### src/rtl/leaf_bridge_pkg.sv
// Shared constants, helper function and channel-slice macro for the leaf port bridge.
// The optional statistics block is enabled by defining LEAF_BRIDGE_STATS_EN.
package leaf_bridge_pkg;

    localparam int LB_PAYLOAD_BITS  = 32;
    localparam int LB_NUM_IN_PORTS  = 2;
    localparam int LB_NUM_OUT_PORTS = 4;
    localparam int LB_FIFO_DEPTH    = 4;
    localparam int LB_CNT_BITS      = 16;

    // Ceiling log2 for elaboration-time sizing; lb_clog2(1) = 0.
    function automatic int lb_clog2(input int value);
        int res;
        int rem;
        res = 0;
        rem = value - 32'sd1;
        for (int i = 0; i < 32; i++) begin
            if (rem > 0) begin
                res = res + 32'sd1;
                rem = rem >>> 1;
            end else begin
                res = res;
            end
        end
        return res;
    endfunction

endpackage

// Select channel idx of a flat bus made of w-bit lanes.
`ifndef LB_SLICE
`define LB_SLICE(vec, idx, w) vec[(idx)*(w) +: (w)]
`endif

### src/rtl/leaf_chan_fifo.sv
// Single-clock channel FIFO with registered head data, registered full/empty,
// producer ack taken only from registered state and a synchronous flush.
module leaf_chan_fifo
    import leaf_bridge_pkg::*;
#(
    parameter int PAYLOAD_BITS = LB_PAYLOAD_BITS,
    parameter int FIFO_DEPTH   = LB_FIFO_DEPTH
) (
    input  logic                    clk,
    input  logic                    reset,
    input  logic                    flush,
    input  logic [PAYLOAD_BITS-1:0] din,
    input  logic                    din_vld,
    output logic                    din_ack,
    output logic [PAYLOAD_BITS-1:0] dout,
    output logic                    dout_vld,
    input  logic                    dout_ack,
    output logic                    empty,
    output logic                    full
);

    localparam int PTR_W = lb_clog2(FIFO_DEPTH);
    localparam int CNT_W = PTR_W + 1;
    localparam logic [CNT_W-1:0] DEPTH_C   = CNT_W'(FIFO_DEPTH);
    localparam logic [CNT_W-1:0] CNT_ONE_C = CNT_W'(1);
    localparam logic [PTR_W-1:0] PTR_ONE_C = PTR_W'(1);

    logic [PAYLOAD_BITS-1:0] mem_r [FIFO_DEPTH];
    logic [PTR_W-1:0]        wr_ptr_r, wr_ptr_nxt_s;
    logic [PTR_W-1:0]        rd_ptr_r, rd_ptr_nxt_s, rd_ptr_inc_s;
    logic [CNT_W-1:0]        count_r, count_nxt_s;
    logic                    empty_r, empty_nxt_s;
    logic                    full_r, full_nxt_s;
    logic [PAYLOAD_BITS-1:0] head_r, head_nxt_s;
    logic                    push_s, pop_s;

    // A full FIFO refuses the push, so simultaneous push+pop at full is pop only.
    assign push_s       = din_vld & ~full_r;
    assign pop_s        = dout_ack & ~empty_r;
    assign rd_ptr_inc_s = rd_ptr_r + PTR_ONE_C;

    // Next-state for pointers, occupancy, flags and the registered head word.
    always_comb begin
        wr_ptr_nxt_s = wr_ptr_r;
        rd_ptr_nxt_s = rd_ptr_r;
        count_nxt_s  = count_r;
        head_nxt_s   = head_r;
        empty_nxt_s  = empty_r;
        full_nxt_s   = full_r;
        if (flush) begin
            wr_ptr_nxt_s = '0;
            rd_ptr_nxt_s = '0;
            count_nxt_s  = '0;
            head_nxt_s   = '0;
            empty_nxt_s  = 1'b1;
            full_nxt_s   = 1'b0;
        end else begin
            if (push_s) begin
                wr_ptr_nxt_s = wr_ptr_r + PTR_ONE_C;
            end else begin
                wr_ptr_nxt_s = wr_ptr_r;
            end
            if (pop_s) begin
                rd_ptr_nxt_s = rd_ptr_inc_s;
            end else begin
                rd_ptr_nxt_s = rd_ptr_r;
            end
            case ({push_s, pop_s})
                2'b10:   count_nxt_s = count_r + CNT_ONE_C;
                2'b01:   count_nxt_s = count_r - CNT_ONE_C;
                default: count_nxt_s = count_r;
            endcase
            // Head tracks the oldest word; a push into an empty FIFO becomes the head,
            // and a pop of the last word hands over to a same-cycle push if present.
            if (pop_s) begin
                if (count_r == CNT_ONE_C) begin
                    if (push_s) begin
                        head_nxt_s = din;
                    end else begin
                        head_nxt_s = '0;
                    end
                end else begin
                    head_nxt_s = mem_r[rd_ptr_inc_s];
                end
            end else if (push_s && empty_r) begin
                head_nxt_s = din;
            end else begin
                head_nxt_s = head_r;
            end
            empty_nxt_s = (count_nxt_s == '0);
            full_nxt_s  = (count_nxt_s == DEPTH_C);
        end
    end

    // Control and head registers.
    always_ff @(posedge clk or posedge reset) begin
        if (reset) begin
            wr_ptr_r <= '0;
            rd_ptr_r <= '0;
            count_r  <= '0;
            head_r   <= '0;
            empty_r  <= 1'b1;
            full_r   <= 1'b0;
        end else begin
            wr_ptr_r <= wr_ptr_nxt_s;
            rd_ptr_r <= rd_ptr_nxt_s;
            count_r  <= count_nxt_s;
            head_r   <= head_nxt_s;
            empty_r  <= empty_nxt_s;
            full_r   <= full_nxt_s;
        end
    end

    // Storage array; a push during flush is discarded.
    always_ff @(posedge clk or posedge reset) begin
        if (reset) begin
            for (int i = 0; i < FIFO_DEPTH; i++) begin
                mem_r[i] <= '0;
            end
        end else if (push_s && !flush) begin
            mem_r[wr_ptr_r] <= din;
        end
    end

    // Ack is held high through a flush so the producer is never blocked by it.
    assign din_ack  = ~full_r | flush;
    assign dout     = head_r;
    assign dout_vld = ~empty_r;
    assign empty    = empty_r;
    assign full     = full_r;

endmodule

### src/rtl/leaf_port_bridge.sv
// Buffering bridge between a leaf interface and a user operator: one FIFO per
// inbound and outbound channel, packed status, and optional per-channel push
// counters enabled by defining LEAF_BRIDGE_STATS_EN.
module leaf_port_bridge
    import leaf_bridge_pkg::*;
#(
    parameter int PAYLOAD_BITS  = LB_PAYLOAD_BITS,
    parameter int NUM_IN_PORTS  = LB_NUM_IN_PORTS,
    parameter int NUM_OUT_PORTS = LB_NUM_OUT_PORTS,
    parameter int FIFO_DEPTH    = LB_FIFO_DEPTH,
    parameter int CNT_BITS      = LB_CNT_BITS
) (
    input  logic                                    clk,
    input  logic                                    reset,
    input  logic                                    flush,
    input  logic [NUM_IN_PORTS*PAYLOAD_BITS-1:0]    dout_leaf_interface2user,
    input  logic [NUM_IN_PORTS-1:0]                 vld_interface2user,
    output logic [NUM_IN_PORTS-1:0]                 ack_user2interface,
    output logic [NUM_IN_PORTS*PAYLOAD_BITS-1:0]    usr_in_data,
    output logic [NUM_IN_PORTS-1:0]                 usr_in_vld,
    input  logic [NUM_IN_PORTS-1:0]                 usr_in_ack,
    input  logic [NUM_OUT_PORTS*PAYLOAD_BITS-1:0]   usr_out_data,
    input  logic [NUM_OUT_PORTS-1:0]                usr_out_vld,
    output logic [NUM_OUT_PORTS-1:0]                usr_out_ack,
    output logic [NUM_OUT_PORTS*PAYLOAD_BITS-1:0]   din_leaf_user2interface,
    output logic [NUM_OUT_PORTS-1:0]                vld_user2interface,
    input  logic [NUM_OUT_PORTS-1:0]                ack_interface2user,
`ifdef LEAF_BRIDGE_STATS_EN
    output logic [(NUM_IN_PORTS+NUM_OUT_PORTS)*CNT_BITS-1:0] xfer_cnt,
`endif
    output logic [NUM_IN_PORTS+NUM_OUT_PORTS-1:0]   fifo_empty,
    output logic [NUM_IN_PORTS+NUM_OUT_PORTS-1:0]   fifo_full
);

    localparam int NUM_CH = NUM_IN_PORTS + NUM_OUT_PORTS;

    // Inbound channels occupy the low status bits.
    for (genvar gi = 0; gi < NUM_IN_PORTS; gi++) begin : g_in
        leaf_chan_fifo #(
            .PAYLOAD_BITS (PAYLOAD_BITS),
            .FIFO_DEPTH   (FIFO_DEPTH)
        ) u_fifo (
            .clk      (clk),
            .reset    (reset),
            .flush    (flush),
            .din      (`LB_SLICE(dout_leaf_interface2user, gi, PAYLOAD_BITS)),
            .din_vld  (vld_interface2user[gi]),
            .din_ack  (ack_user2interface[gi]),
            .dout     (`LB_SLICE(usr_in_data, gi, PAYLOAD_BITS)),
            .dout_vld (usr_in_vld[gi]),
            .dout_ack (usr_in_ack[gi]),
            .empty    (fifo_empty[gi]),
            .full     (fifo_full[gi])
        );
    end

    for (genvar go = 0; go < NUM_OUT_PORTS; go++) begin : g_out
        leaf_chan_fifo #(
            .PAYLOAD_BITS (PAYLOAD_BITS),
            .FIFO_DEPTH   (FIFO_DEPTH)
        ) u_fifo (
            .clk      (clk),
            .reset    (reset),
            .flush    (flush),
            .din      (`LB_SLICE(usr_out_data, go, PAYLOAD_BITS)),
            .din_vld  (usr_out_vld[go]),
            .din_ack  (usr_out_ack[go]),
            .dout     (`LB_SLICE(din_leaf_user2interface, go, PAYLOAD_BITS)),
            .dout_vld (vld_user2interface[go]),
            .dout_ack (ack_interface2user[go]),
            .empty    (fifo_empty[NUM_IN_PORTS+go]),
            .full     (fifo_full[NUM_IN_PORTS+go])
        );
    end

`ifdef LEAF_BRIDGE_STATS_EN
    localparam logic [CNT_BITS-1:0] CNT_MAX_C = '1;
    localparam logic [CNT_BITS-1:0] CNT_ONE_C = CNT_BITS'(1);

    logic [NUM_CH-1:0] push_s;

    // Producer-side handshakes, same channel order as the status vectors.
    assign push_s = {usr_out_vld & usr_out_ack, vld_interface2user & ack_user2interface};

    for (genvar gc = 0; gc < NUM_CH; gc++) begin : g_cnt
        logic [CNT_BITS-1:0] cnt_r;

        // Saturating push counter, cleared together with the FIFOs.
        always_ff @(posedge clk or posedge reset) begin
            if (reset) begin
                cnt_r <= '0;
            end else if (flush) begin
                cnt_r <= '0;
            end else if (push_s[gc] && (cnt_r != CNT_MAX_C)) begin
                cnt_r <= cnt_r + CNT_ONE_C;
            end
        end

        assign xfer_cnt[gc*CNT_BITS +: CNT_BITS] = cnt_r;
    end
`endif

endmodule

### config.mk
export PLATFORM = sky130hd
export DESIGN_NAME = leaf_port_bridge
export DESIGN_NICKNAME = d
export VERILOG_FILES = /design/src/rtl/leaf_bridge_pkg.sv /design/src/rtl/leaf_chan_fifo.sv /design/src/rtl/leaf_port_bridge.sv
export SDC_FILE = /design/constraint.sdc
export NUM_CORES = 2
export LEC_CHECK = 0
export BUFFER_PORTS_ARGS = -buffer_cell sky130_fd_sc_hd__clkbuf_2
export CAP_MARGIN = 20
export CORE_UTILIZATION = 34
export CTS_CLUSTER_DIAMETER = 60
export DETAILED_ROUTE_END_ITERATION = 7
export PLACE_DENSITY_LB_ADDON = 0.12
export SYNTH_ARGS = -nofsm -noshare
export SYNTH_HDL_FRONTEND = slang
export SYNTH_SLANG_ARGS = --single-unit
### constraint.sdc
create_clock -name clk -period 69.8 [get_ports clk]
set_input_delay 6.98 -clock clk [delete_from_list [all_inputs] [get_ports clk]]
set_output_delay 6.98 -clock clk [all_outputs]
set_load 0.05 [all_outputs]
==> summary.txt <==
Floorplanning
  • IO Pins: 423
  • Full die area: 0.136 sq mm
  • FP Rows: 134
  • Die width: 368 microns
  • Initial core utilization: 0.342
  • Core Area: 0.133 sq mm
  • Chip height: 368 microns

Clock network
  • Reg clk slew, reported paths: 0.06 ns
  • Clk buf depth: 3
  • CTS resizes: 0
  • Clock Latency Late Sink: 0.73 ns
  • H-tree depth: 3
  • Post-CTS Hold Buffers: 0
  • Root Buffer: clkbuf_16
  • CTS tree: done
  • Clock sinks: 1014
  • Setup repair bufs after CTS: 0
  • CTS buffer count: 118

Power
  • IR drop worst, VDD: 0.0230 mV
  • PD cells: 40.2 mW/mm^2
  • Static Leakage: 23.8 nW
  • Tot Pwr: 2.13 mW

Worst setup path
  • Reg2Reg Depth: 3
  • Worst setup EP type: output pin
  • Crit Path Class: in2out
  • Crit path max fanout: 31
  • Required time of the critical path: 62.82 ns
  • Startpoint Class: primary input
  • Reg-to-Reg End: g_out[0].u_fifo.mem_r[95]$_DFFE_PP0P_
  • R2r setup slk: 67.15 ns
  • Arr. time, crit path: 8.26 ns
  • Reg-to-Reg Start: g_out[0].u_fifo.full$_DFF_PP0_

Global route
  • Overall fraction of global-route tracks in use: 0.180
  • First-pass GRT wire length: 190000 microns
  • Vias in the first global route: 30739
  • Initial antenna violation count: 18
  • Largest net degree at the start of global routing: 192
  • Global route overflow: 0

Synth
  • Mapped Cells: 2980
  • Syn_area_per_cell: 15.3 sq um
  • Post-synth EDFFs: 0
  • Number of synthesized register bits: 1014
  • Async SR Flop Fraction: 1.00
  • Top cells by area, synth: dfrtp_1, mux2_1, mux4_2
  • Register area share after synthesis: 0.556
  • Synth cell types: 42
  • Post-Synthesis Cell Area: 0.0456 sq mm
  • Share of the synthesized area in the top cell type: 0.553
  • Syn_nets: 3229
  • Synth area leader: dfrtp_1
  • Syn. warnings: 0
  • Synth Flop Type: dfrtp_1

Placement
  • RePlAce Congestion: 0.743
  • DP HPWL: 72300 microns
  • Pre-CTS setup slack: 54.54 ns
  • Placed cell count: 4980
  • Port bufs: 422

Timing
  • # setup viols final: 0
  • Fin worst setup slack: 54.56 ns
  • RSZ-0062 raised after global routing: no
  • Tcrit/Tclk final: 0.218
  • Fin. Hold Viols: 0
  • Final hold slack: 0.479 ns
  • Tightest Pin Transition: 1.18 ns
  • Final Skew: 0.0288 ns
  • Fmax: 0.0656 GHz
  • Setup TNS: 0 ns
  • Max Transition Viols Final: 0
  • Fin crit period: 15.24 ns
  • Max-slew headroom: 0.215

Worst hold path
  • Worst hold stages: 1
  • Min-delay src: g_out[1].u_fifo.mem_r[4]$_DFFE_PP0P_
  • Hold EP: g_out[1].u_fifo.mem_r[4]$_DFFE_PP0P_
  • HP Class: reg2reg

Detailed routing
  • Final ANT Viol Nets: 0
  • Vias post-DR: 27215
  • Total Wirelength: 120000 microns
  • DR DRC count: 0
  • WL/cell: 23.0 microns
  • Initial DRC Count: 1243
  • Pre-antenna DRT Iters: 5
  • Vias per cell: 5.22

Finish
  • P&R area growth vs syn: 15.9%
  • Fin cells: 5212
  • Share of layout cells above drive strength 1: 0.280
  • Layout net count: 3585

Status
  • Status: completed

Job
  • Max-Cap Viols: 0
[layer usage]
layer,vias up,track usage,routed length (microns)
met5,-,0,145
met4,22,0.0503,3010
met3,202,0.0426,6680
met2,605,0.304,59700
met1,14593,0.230,50500
li1,11793,-,-
[metrics by stage]
| stage | util | instance area (sq um) |
|---|---|---|
| detailed placement | 0.366 | 48800 |
| finish | 0.397 | 52900 |
| global route | 0.397 | 52900 |
| floorplan | - | 45600 |
| global placement | 0.366 | 48800 |
| CTS | 0.396 | 52800 |
[state kept, by name, summed over array words and instances (netlist names)]
signal / count
g_in.u_fifo.mem_r: 256
g_out.u_fifo.dout: 128
g_in.u_fifo.empty: 2
g_out.u_fifo.empty: 4
g_out.u_fifo.full: 4
g_in.u_fifo.wr_ptr_r: 4
g_in.u_fifo.full: 2
g_out.u_fifo.count_r: 12
g_out.u_fifo.rd_ptr_r: 8
g_out.u_fifo.mem_r: 512
g_in.u_fifo.rd_ptr_r: 4
g_out.u_fifo.wr_ptr_r: 8
g_in.u_fifo.count_r: 6
g_in.u_fifo.dout: 64
[cells by family (layout without fill, tap and decap cells)]
kind of cell             Yosys count  after routing  share of synthesized area
XOR/XNOR                          32             32                    0.00614
multiplexers                     961            961                      0.284
AO/OA/AOI/OAI                    256            256                     0.0516
AND/OR/NAND/NOR                  389            389                     0.0491
adder cells (fa/ha/maj)           43             43                     0.0117
buffers and inverters            285            744                     0.0410
other                              0              5                          0
flip-flops                      1014           1014                      0.556
[worst max-delay path, cell delays in order]
cell      delay (ns)
buf_4           0.37
inv_2           0.12
buf_4           0.32
nand2_1         0.13
clkbuf_2        0.28
[synth_stat cells (2+ instances only)]
cell / count
a211oi_1: 4
a211oi_2: 6
a21boi_0: 2
a21oi_1: 30
a221o_1: 192
a311oi_1: 8
and3_1: 34
buf_1: 9
buf_12: 15
buf_2: 79
buf_4: 89
buf_6: 13
buf_8: 2
clkbuf_1: 38
clkbuf_2: 2
dfrtp_1: 1008
dfstp_2: 6
ha_1: 42
inv_1: 37
mux2_1: 717
mux2_2: 52
mux4_2: 192
nand2_1: 37
nand2b_1: 12
nand3_1: 16
nand3b_1: 2
nor2_1: 30
nor2b_1: 209
nor3_1: 21
nor3_2: 3
nor3b_1: 6
nor4_1: 12
o21ai_0: 6
o31ai_1: 6
or3_1: 6
xnor2_1: 26
xor2_1: 6
[power breakdown]
part / internal [mW] / leakage, nW / switching [mW] / total [mW]
Sequential: 0.804 / 12.9 / 0.117 / 0.921
Clock: 0.369 / 1.95 / 0.253 / 0.621
Combinational: 0.278 / 8.93 / 0.305 / 0.583
Total: 1.45 / 23.8 / 0.675 / 2.13
[how the worst max path moves through the flow]
stage,from,to,slack (ns),cells past startpoint
final,flush,usr_out_ack[1],54.56,5
after global routing,flush,usr_out_ack[1],54.47,5
after CTS,flush,usr_out_ack[1],54.54,5
after detailed placement,flush,usr_out_ack[1],54.54,5
after global placement,flush,usr_out_ack[1],54.56,5
after floorplan,reset,g_in[0].u_fifo.count_r[0]$_DFF_PP0_,34.30,1
[layout make-up]
type / instances / area (sq um)
Tap cell: 1768 / 2210
Inverter: 38 / 150
Antenna cell: 5 / 12.5
Sequential cell: 1014 / 25400
Clock inverter: 53 / 493
Multi-Input combinational cell: 1681 / 18500
Timing Repair Buffer: 483 / 2660
Clock buffer: 170 / 3480
Fill cell: 12268 / 80400
[layout by cell type (no fill, tap or decap), types with 8 or more instances in the layout]
master,n
a21oi_1,30
a221o_1,192
a311oi_1,8
and3_1,31
buf_4,57
clkbuf_1,23
clkbuf_16,122
clkbuf_2,421
clkbuf_8,25
clkinv_2,26
clkinvlp_4,9
dfrtp_1,1002
ha_1,42
inv_1,36
mux2_1,717
mux2_2,52
mux4_2,192
nand2_1,37
nand2b_1,12
nand3_1,16
nor2_1,30
nor2b_1,209
nor3_1,18
nor4_1,12
xnor2_1,26
No activity file was read; power rests on OpenSTA's default activity.
